`config.mk`:
```
export PLATFORM = sky130hd
export DESIGN_NAME = decoder_strobe_seq_flat
export DESIGN_NICKNAME = d
export VERILOG_FILES = /design/src/rtl/decoder_pkg.sv /design/src/rtl/decoder_strobe_seq_if.sv /design/src/rtl/decoder_onehot.sv /design/src/rtl/decoder_strobe_seq.sv /design/src/flat_wrapper.sv
export SDC_FILE = /design/constraint.sdc
export NUM_CORES = 1
export LEC_CHECK = 0
export ABC_AREA = 0
export BUFFER_PORTS_ARGS = -buffer_cell sky130_fd_sc_hd__buf_4
export CAP_MARGIN = 10
export CORE_AREA = 10 10 52 54
export CTS_CLUSTER_DIAMETER = 60
export CTS_CLUSTER_SIZE = 40
export DETAILED_ROUTE_END_ITERATION = 10
export DIE_AREA = 0 0 62 64
export PLACE_DENSITY = 0.71
export SETUP_SLACK_MARGIN = 0.05
export SYNTH_ARGS = -nofsm -noshare
export SYNTH_HDL_FRONTEND = slang
export SYNTH_HIERARCHICAL = 1
export SYNTH_SLANG_ARGS = --single-unit
```
`constraint.sdc`:
```
create_clock -name clk -period 1.5 [get_ports clk]
set_input_delay 0.075 -clock clk [delete_from_list [all_inputs] [get_ports clk]]
set_output_delay 0.075 -clock clk [all_outputs]
set_load 0.01 [all_outputs]
```
`src/rtl/decoder_pkg.sv`:
```
// Shared types and helpers for the strobe decoder slice.
package decoder_pkg;

    typedef enum logic [1:0] {
        DEC_IDLE = 2'd0,
        DEC_HOLD = 2'd1,
        DEC_SCAN = 2'd2
    } dec_state_t;

    function automatic int unsigned clog2(input int unsigned v);
        int unsigned r;
        r = 0;
        for (int unsigned p = 1; p < v; p = p << 1) begin
            r = r + 1;
        end
        return r;
    endfunction

endpackage

```
`src/rtl/decoder_strobe_seq_if.sv`:
```
// Request/strobe bundle for decoder_strobe_seq; err exists only with `DECODER_ERR_EN.
interface decoder_strobe_seq_if #(
    parameter int unsigned SEL_W   = 3,
    parameter int unsigned NUM_OUT = 8
);
    logic               e;
    logic               in_valid;
    logic               in_ready;
    logic [SEL_W-1:0]   in_sel;
    logic               in_scan;
    logic [NUM_OUT-1:0] d;
    logic               busy;
`ifdef DECODER_ERR_EN
    logic               err;

    modport master (output e, in_valid, in_sel, in_scan, input in_ready, d, busy, err);
    modport slave  (input e, in_valid, in_sel, in_scan, output in_ready, d, busy, err);
`else
    modport master (output e, in_valid, in_sel, in_scan, input in_ready, d, busy);
    modport slave  (input e, in_valid, in_sel, in_scan, output in_ready, d, busy);
`endif
endinterface

```
`src/rtl/decoder_onehot.sv`:
```
// Combinational select-to-one-hot; all-zero when disabled or select out of range.
module decoder_onehot #(
    parameter int unsigned SEL_W   = 3,
    parameter int unsigned NUM_OUT = 8
) (
    input  logic               i_e,
    input  logic [SEL_W-1:0]   i_sel,
    output logic [NUM_OUT-1:0] o_onehot
);

    always_comb begin
        o_onehot = '0;
        for (int unsigned i = 0; i < NUM_OUT; i++) begin
            if (i_e && (i_sel == SEL_W'(i))) begin
                o_onehot[i] = 1'b1;
            end
        end
    end

endmodule

```
`src/rtl/decoder_strobe_seq.sv`:
```
// Registered one-hot strobe generator with hold and scan modes.
// Optional err pulse on out-of-range select when `DECODER_ERR_EN is defined.
module decoder_strobe_seq
    import decoder_pkg::*;
#(
    parameter int unsigned SEL_W     = 3,
    parameter int unsigned NUM_OUT   = 8,
    parameter int unsigned PULSE_LEN = 1
) (
    input logic                clk,
    input logic                rst,
    decoder_strobe_seq_if.slave bus
);

    localparam int unsigned      CNT_W    = clog2(PULSE_LEN + 1);
    localparam logic [CNT_W-1:0] CNT_LOAD = CNT_W'(PULSE_LEN - 1);
    localparam logic [SEL_W-1:0] IDX_LAST = SEL_W'(NUM_OUT - 1);

    dec_state_t         r_state, w_state_nxt;
    logic [CNT_W-1:0]   r_cnt, w_cnt_nxt;
    logic [SEL_W-1:0]   r_idx, w_idx_nxt;
    logic [NUM_OUT-1:0] r_d, w_d_nxt;
    logic [NUM_OUT-1:0] w_onehot;
    logic               w_accept;
    logic               w_err_nxt;

    decoder_onehot #(.SEL_W(SEL_W), .NUM_OUT(NUM_OUT)) u_onehot (
        .i_e      (bus.e),
        .i_sel    (bus.in_sel),
        .o_onehot (w_onehot)
    );

    assign bus.in_ready = bus.e & (r_state == DEC_IDLE);
    assign w_accept     = bus.in_valid & bus.in_ready;
    assign bus.d        = r_d;
    assign bus.busy     = |r_d;

    always_ff @(posedge clk or posedge rst) begin
        if (rst) begin
            r_state <= DEC_IDLE;
            r_cnt   <= '0;
            r_idx   <= '0;
            r_d     <= '0;
        end else begin
            r_state <= w_state_nxt;
            r_cnt   <= w_cnt_nxt;
            r_idx   <= w_idx_nxt;
            r_d     <= w_d_nxt;
        end
    end

    always_comb begin
        w_state_nxt = r_state;
        w_cnt_nxt   = r_cnt;
        w_idx_nxt   = r_idx;
        w_d_nxt     = r_d;
        w_err_nxt   = 1'b0;
        if (!bus.e) begin
            w_state_nxt = DEC_IDLE;
            w_cnt_nxt   = '0;
            w_idx_nxt   = '0;
            w_d_nxt     = '0;
        end else begin
            case (r_state)
                DEC_IDLE: begin
                    if (w_accept) begin
                        if (bus.in_scan) begin
                            w_state_nxt = DEC_SCAN;
                            w_idx_nxt   = '0;
                            w_d_nxt     = NUM_OUT'(1);
                            w_cnt_nxt   = CNT_LOAD;
                        end else if (|w_onehot) begin
                            w_state_nxt = DEC_HOLD;
                            w_d_nxt     = w_onehot;
                            w_cnt_nxt   = CNT_LOAD;
                        end else begin
                            // out-of-range select: request consumed, stay idle
                            w_err_nxt = 1'b1;
                        end
                    end
                end
                DEC_HOLD: begin
                    if (r_cnt != '0) begin
                        w_cnt_nxt = r_cnt - CNT_W'(1);
                    end else begin
                        w_state_nxt = DEC_IDLE;
                        w_d_nxt     = '0;
                    end
                end
                DEC_SCAN: begin
                    if (r_cnt != '0) begin
                        w_cnt_nxt = r_cnt - CNT_W'(1);
                    end else if (r_idx != IDX_LAST) begin
                        w_idx_nxt = r_idx + SEL_W'(1);
                        w_d_nxt   = r_d << 1;
                        w_cnt_nxt = CNT_LOAD;
                    end else begin
                        w_state_nxt = DEC_IDLE;
                        w_d_nxt     = '0;
                    end
                end
                default: begin
                    w_state_nxt = DEC_IDLE;
                    w_d_nxt     = '0;
                end
            endcase
        end
    end

`ifdef DECODER_ERR_EN
    logic r_err;

    always_ff @(posedge clk or posedge rst) begin
        if (rst) begin
            r_err <= 1'b0;
        end else begin
            r_err <= w_err_nxt;
        end
    end

    assign bus.err = r_err;
`else
    logic w_err_unused;
    assign w_err_unused = w_err_nxt;
`endif

endmodule
```
`src/flat_wrapper.sv`:
```
// flat-port wrapper written by rule: the top's interface ports become plain ports
module decoder_strobe_seq_flat import decoder_pkg::*;
#(
    parameter int unsigned SEL_W     = 3,
    parameter int unsigned NUM_OUT   = 8,
    parameter int unsigned PULSE_LEN = 1
)
  (clk, rst, bus_e, bus_in_valid, bus_in_sel, bus_in_scan, bus_in_ready, bus_d, bus_busy);
  decoder_strobe_seq_if #(.SEL_W(SEL_W), .NUM_OUT(NUM_OUT)) bus_i ();
  input logic clk;
  input logic rst;
  input wire logic [$bits(bus_i.e)-1:0] bus_e;
  input wire logic [$bits(bus_i.in_valid)-1:0] bus_in_valid;
  input wire logic [$bits(bus_i.in_sel)-1:0] bus_in_sel;
  input wire logic [$bits(bus_i.in_scan)-1:0] bus_in_scan;
  output wire logic [$bits(bus_i.in_ready)-1:0] bus_in_ready;
  output wire logic [$bits(bus_i.d)-1:0] bus_d;
  output wire logic [$bits(bus_i.busy)-1:0] bus_busy;
  assign bus_i.e = bus_e;
  assign bus_i.in_valid = bus_in_valid;
  assign bus_i.in_sel = bus_in_sel;
  assign bus_i.in_scan = bus_in_scan;
  assign bus_in_ready = bus_i.in_ready;
  assign bus_d = bus_i.d;
  assign bus_busy = bus_i.busy;
  decoder_strobe_seq #(.SEL_W(SEL_W), .NUM_OUT(NUM_OUT), .PULSE_LEN(PULSE_LEN)) u_core (.clk(clk), .rst(rst), .bus(bus_i));
endmodule
```
Word-level counts from Yosys, hierarchy flattened
Index checks and enable logic that the tools add are counted.
{"block": "totals", "elab_cells": 80, "out_inout_bits": 10, "reg_bits": 14}
{"block": "op_classes", "mux": 36, "eq_ne": 19, "reduce_logical": 17, "add_sub_neg": 2, "bitwise": 2}
{"cell": "2-to-1 mux 8 bit", "n": 7}
{"cell": "case mux 8 bit (3 select lines)", "n": 1}
{"cell": "OR reduction 8 bit", "n": 2}
{"cell": "2-to-1 mux 3 bit", "n": 5}
{"cell": "!= test 3 bit, second input constant", "n": 5}
{"cell": "2-to-1 mux 2 bit", "n": 7}
{"cell": "2-to-1 mux 1 bit", "n": 13}
{"cell": "equality test 3 bit, second input constant", "n": 4}
{"cell": "AND reduction 5 bit", "n": 2}
{"cell": "!= test 3 x 2 -> 1 bit, second input constant", "n": 3}
{"cell": "logical AND 1 bit", "n": 8}
{"cell": "equality test 3 x 2 -> 1 bit, second input constant", "n": 2}
{"cell": "case mux 2 bit (3 select lines)", "n": 1}
{"cell": "case mux 3 bit (2 select lines)", "n": 1}
{"cell": "!= test 4 bit, second input constant", "n": 1}
{"cell": "AND reduction 4 bit", "n": 1}
{"cell": "adder 3 x 1 -> 3 bit, second input constant", "n": 1}
{"cell": "equality test 3 x 1 -> 1 bit, second input constant", "n": 1}
{"cell": "logical NOT 3 bit", "n": 1}
{"cell": "!= test 3 x 1 -> 1 bit, second input constant", "n": 1}
{"cell": "AND reduction 3 bit", "n": 1}
{"cell": "bitwise AND 1 bit", "n": 2}
{"cell": "equality test 2 x 1 -> 1 bit, second input constant", "n": 1}
{"cell": "equality test 2 bit, second input constant", "n": 1}
{"cell": "4 further kinds", "n": 4}

Longest topological paths before layout
{"block": "depth", "word_depth": 9, "depth_mapped": 6, "depth_no_buf": 6}

Hierarchy
Netlist, hierarchy kept.
{"module": "decoder_strobe_seq", "instances": 1, "cells_per_inst": 56, "area_each_um2": 670.6}
{"module": "decoder_onehot", "instances": 1, "cells_per_inst": 8, "area_each_um2": 96.3}

Least setup slack after synthesis
No wires, ideal clock.
{"block": "synth_timing", "path_type": "reg2reg", "from": "reg u_core.r_state[0]", "to": "reg u_core.r_d[1], in the netlist u_core/bus.d[1]", "path_stages_with_launch": 5, "setup_slack_ns": -0.081, "arrival_time_ns": 1.456, "setup_time_ns": 0.125, "n_path_buf": 0, "required_time_ns": 1.375, "path_cell_list": "dfrtp_1 -> nand2b_4 -> nor2_1 -> a21boi_4 -> mux2_2"}
{"block": "synth_between", "elab_chain_cells": 5, "word_cells_on_any_way": 12, "cone_classes": "6 x eq/ne; 2 x mux; 2 x bitwise; 2 x reduce/logical"}
{"item": "from (decl)", "line": "decoder_strobe_seq.sv:19", "source": "dec_state_t r_state, w_state_nxt;"}
{"item": "from (signal assigned)", "line": "decoder_strobe_seq.sv:45", "source": "r_state <= w_state_nxt;"}
{"item": "logical NOT 2 bit", "line": "decoder_strobe_seq.sv:33", "source": "assign bus.in_ready = bus.e & (r_state == DEC_IDLE);"}
{"item": "bitwise AND 1 bit", "line": "decoder_strobe_seq.sv:33"}
{"item": "via bus_in_ready", "line": "flat_wrapper.sv:16", "source": "output wire logic [$bits(bus_i.in_ready)-1:0] bus_in_ready;"}
{"item": "bitwise AND 1 bit", "line": "decoder_strobe_seq.sv:34", "source": "assign w_accept = bus.in_valid & bus.in_ready;"}
{"item": "!= test 3 x 2 -> 1 bit (no source line)"}
{"item": "AND reduction 4 bit (no source line)"}
{"item": "to (signal assigned)", "line": "decoder_strobe_seq.sv:48", "source": "r_d <= w_d_nxt;"}
{"item": "to (decl)", "line": "decoder_strobe_seq.sv:22", "source": "logic [NUM_OUT-1:0] r_d, w_d_nxt;"}
The timed path passes the listed nets, and every way through them passes these cells.
A chain may end at the register's enable or synchronous reset.

Worst setup path after layout
{"block": "layout_timing", "from": "reg u_core.r_idx[0]", "to": "reg u_core.r_idx[0]"}
{"block": "layout_between", "elab_chain_cells": 5, "word_cells_on_any_way": 8, "cone_classes": "1 x add/sub; 2 x eq/ne; 4 x mux; 1 x reduce/logical"}
{"item": "from (decl)", "line": "decoder_strobe_seq.sv:21", "source": "logic [SEL_W-1:0] r_idx, w_idx_nxt;"}
{"item": "from (signal assigned)", "line": "decoder_strobe_seq.sv:47", "source": "r_idx <= w_idx_nxt;"}
{"item": "adder 3 x 1 -> 3 bit", "line": "decoder_strobe_seq.sv:94", "source": "w_idx_nxt = r_idx + SEL_W'(1);"}
{"item": "2-to-1 mux 3 bit", "line": "decoder_strobe_seq.sv:93", "source": "end else if (r_idx != IDX_LAST) begin"}
{"item": "2-to-1 mux 3 bit", "line": "decoder_strobe_seq.sv:91", "source": "if (r_cnt != '0) begin"}
{"item": "case mux 3 bit (2 select lines)", "line": "decoder_strobe_seq.sv:64", "source": "case (r_state)"}
{"item": "2-to-1 mux 3 bit", "line": "decoder_strobe_seq.sv:58", "source": "if (!bus.e) begin"}
Several ways; a longest one is shown, not always the timed one. The select of a mux whose other input is x is not followed.

==> key figures <==
Status
  • Status: complete, but fails checks
  • Violated checks: negative setup slack

Worst hold path
  • Hold crit path type: in2reg
  • Worst Hold Depth: 2

Worst setup path
  • WS Path Type: reg2reg
  • Crit start category: flip-flop
  • Setup crit end kind: flip-flop
  • Worst endpoint data arrival time: roughly 1.7 ns
  • Required time of the critical path: between 1.5 and 2 ns
  • Worst-path fanout max: 3
  • FF-to-FF path depth: 6

Clock network
  • Inserted Clock Buffers: 3
  • CTS clk-pin slew, worst paths: approximately 0.090 ns
  • CTS tree: yes
  • TritonCTS Sinks: 13
  • Clk root buf: clkbuf_4
  • H-tree depth: 1
  • CTS Buffer Depth: 2
  • Worst-Skew Late Latency: approximately 0.27 ns

Routing
  • Antenna-violating nets left: 0
  • Routed len/inst: about 17 microns
  • DR vias: about 730
  • Via-to-Cell Ratio: 5.47
  • First DRT Iteration DRCs: 21
  • Drt pass-1 iters: 4
  • Total Wirelength: between 2000 and 2500 microns
  • # DRC: 0

Synthesis
  • Synthesis Warnings: 6
  • Register area share after synthesis: a little over two fifths
  • Post-synthesis cell type count: 25
  • Synth area leader: dfrtp_1
  • Synthesis-stage register bit count: 13
  • Syn_nets: between 70 and 80
  • Top cell type's share of synthesized area: around 42%
  • Synthesized instance count: 64
  • Syn Area/Cell: 12.0 sq um
  • Synth area leaders: dfrtp_1 42%, mux2_2 12%, a22o_1 8.0%
  • Synthesized cell area: 767 sq um

GRT
  • Largest net degree at the start of global routing: 14
  • Initial antenna violation count: 0
  • Vias in the first global route: between 700 and 800
  • First-pass GRT wire length: between 3000 and 4000 microns
  • Remaining Overflow, GRT: 0
  • Gr usage total: a little under an eighth

Timing
  • Final period util: 103%
  • Worst Max-Slew Pin Slew: roughly 0.52 ns
  • Final WS setup: -0.0406 ns
  • Relative slew slack: approximately 65%
  • Setup TNS: -0.0406 ns
  • Final max-slew violation count: 0
  • Tmin final: ~1.5 ns
  • Setup-failing EPs final: 1
  • Fmax: ~650 MHz
  • Clock Skews: 0.00259 ns
  • RSZ-0062 raised after global routing: yes
  • Final hold violations: 0

Finish
  • Commonest non-fill, non-tap cell in the layout: buf_4
  • Final Core Density: between 70% and 80%
  • Commonest non-fill, non-tap cells in the layout: 36 x buf_4, 13 x dfrtp_1, 8 x mux2_4
  • NumNets Final: ~120
  • Area grow syn2layout: 60.5%
  • Filler Cell Count: about 130
  • Fin area: ~1200 sq um
  • Diodes inserted: 0
  • Fraction of layout cells with a size suffix above 1: approximately two thirds

Placed design
  • DP Wirelength: 1550 microns
  • GPL Wtd Cong: roughly 0.84
  • Placed inst area: approximately 1100 sq um
  • Port Buffers: 17
  • Placement Setup Slack: -0.239 ns

Floorplan
  • Boundary Pins: 18
  • Initial Utilization: between 40% and 50%
  • Die area: ~4000 sq um
  • Die H: 64 microns
  • DIE WIDTH: 62 microns
  • CORE AREA: approximately 1700 sq um
  • Cell Rows: 15

Power
  • Total power: about 860 uW
  • Leak: ~0.6 nW
  • Worst VDD drop: approximately 0.6 mV
  • P per Cell Area: 698 nW/um^2

Flow run
  • Max cap viols: 0
==> report_power, final <==
group | switching (mW) | internal [mW]
logic | 0.112 | 0.146
registers | 0.0159 | 0.364
clock network | 0.123 | 0.0987
==> per-layer routing <==
layer | global-route usage, % | wire, microns | vias to the layer above | share of wire (%)
li1 | - | - | 343 | -
met5 | 0 | 0 | - | 0
met2 | 15.9 | 1010 | 27 | 46
met4 | 3.35 | 33 | 0 | 1.5
met3 | 4.35 | 147 | 4 | 6.7
met1 | 15.4 | 1020 | 353 | 46
==> synth_stat cells <==
library cell / n
o21a_1: 1
a31oi_1: 1
and4_2: 1
nor4b_2: 1
nor3b_1: 1
nor3_2: 1
nand2b_4: 1
a22oi_1: 1
dfrtp_1: 13
a22o_2: 1
nor3_1: 2
nand3_1: 1
nor2b_1: 1
and4b_2: 3
mux2_2: 8
a21boi_4: 1
a22o_1: 7
nor2_1: 5
and4bb_2: 3
inv_1: 2
o2bb2ai_1: 1
nor4_1: 3
a21oi_1: 1
nand2_1: 2
ha_1: 2
==> what timing repair did <==
item / 4_1_cts / 5_1_grt
cloned: 0 / 0
pin swaps: 4 / 9
hold buffers: 1 / 0
resized for setup: 7 / 8
endpoints found under the setup margin: 10 / 10
setup buffers: 3 / 3
endpoints found under the hold margin: 13 / 0
==> registers in the layout (all words and copies together) (netlist names) <==
| register | count |
|---|---|
| u_core/bus.d | 8 |
| u_core/r_idx | 3 |
| u_core/r_state | 2 |
==> kinds of logic after synthesis <==
group           count (synthesis)  share of synthesized area, %
fa+ha+maj                       2                          3.26
compound gates                 14                          16.3
simple gates                   25                          25.3
buf+inv                         2                         0.979
mux                             8                          11.7
flops                          13                          42.4
==> per-stage QoR <==
stage,instances,hold WS [ns]
detailed placement,123,0.146
global route,133,0.0148
finish,133,0.0132
CTS,131,0.0118
global placement,123,0.129
floorplan,64,-0.0480
==> critical path: stages, from the launching register on <==
cell	delay (ns)
dfrtp_1	0.39
ha_2	0.20
ha_4	0.17
nor2b_4	0.11
a31oi_1	0.06
o21a_1	0.23
mux2_4	0.27
==> final cells by class <==
class / count / area (sq um) / area share [%]
inverters: 2 / 7.51 / 0.610
multi-input cells: 49 / 517 / 42.0
repair buffers: 40 / 323 / 26.2
flip-flops and latches: 13 / 325 / 26.4
clock buffers: 3 / 22.5 / 1.83
clock inverters: 1 / 5.00 / 0.407
well taps: 25 / 31.3 / 2.54
==> path summary, 6_finish.rpt <==
check	startpoint	slack, ns	to
min in group asynchronous	rst	0.38	u_core/r_idx[1]
max in group asynchronous	rst	0.77	u_core/bus.d[1]
min reg2reg	u_core/r_idx[1]	0.53	u_core/r_idx[1]
max	u_core/r_idx[0]	-0.04	u_core/r_idx[0]
max reg2reg	u_core/r_idx[0]	-0.04	u_core/r_idx[0]
min	bus_in_scan	0.01	u_core/r_state[0]
Note: power is estimated with default switching activity, not from simulation.
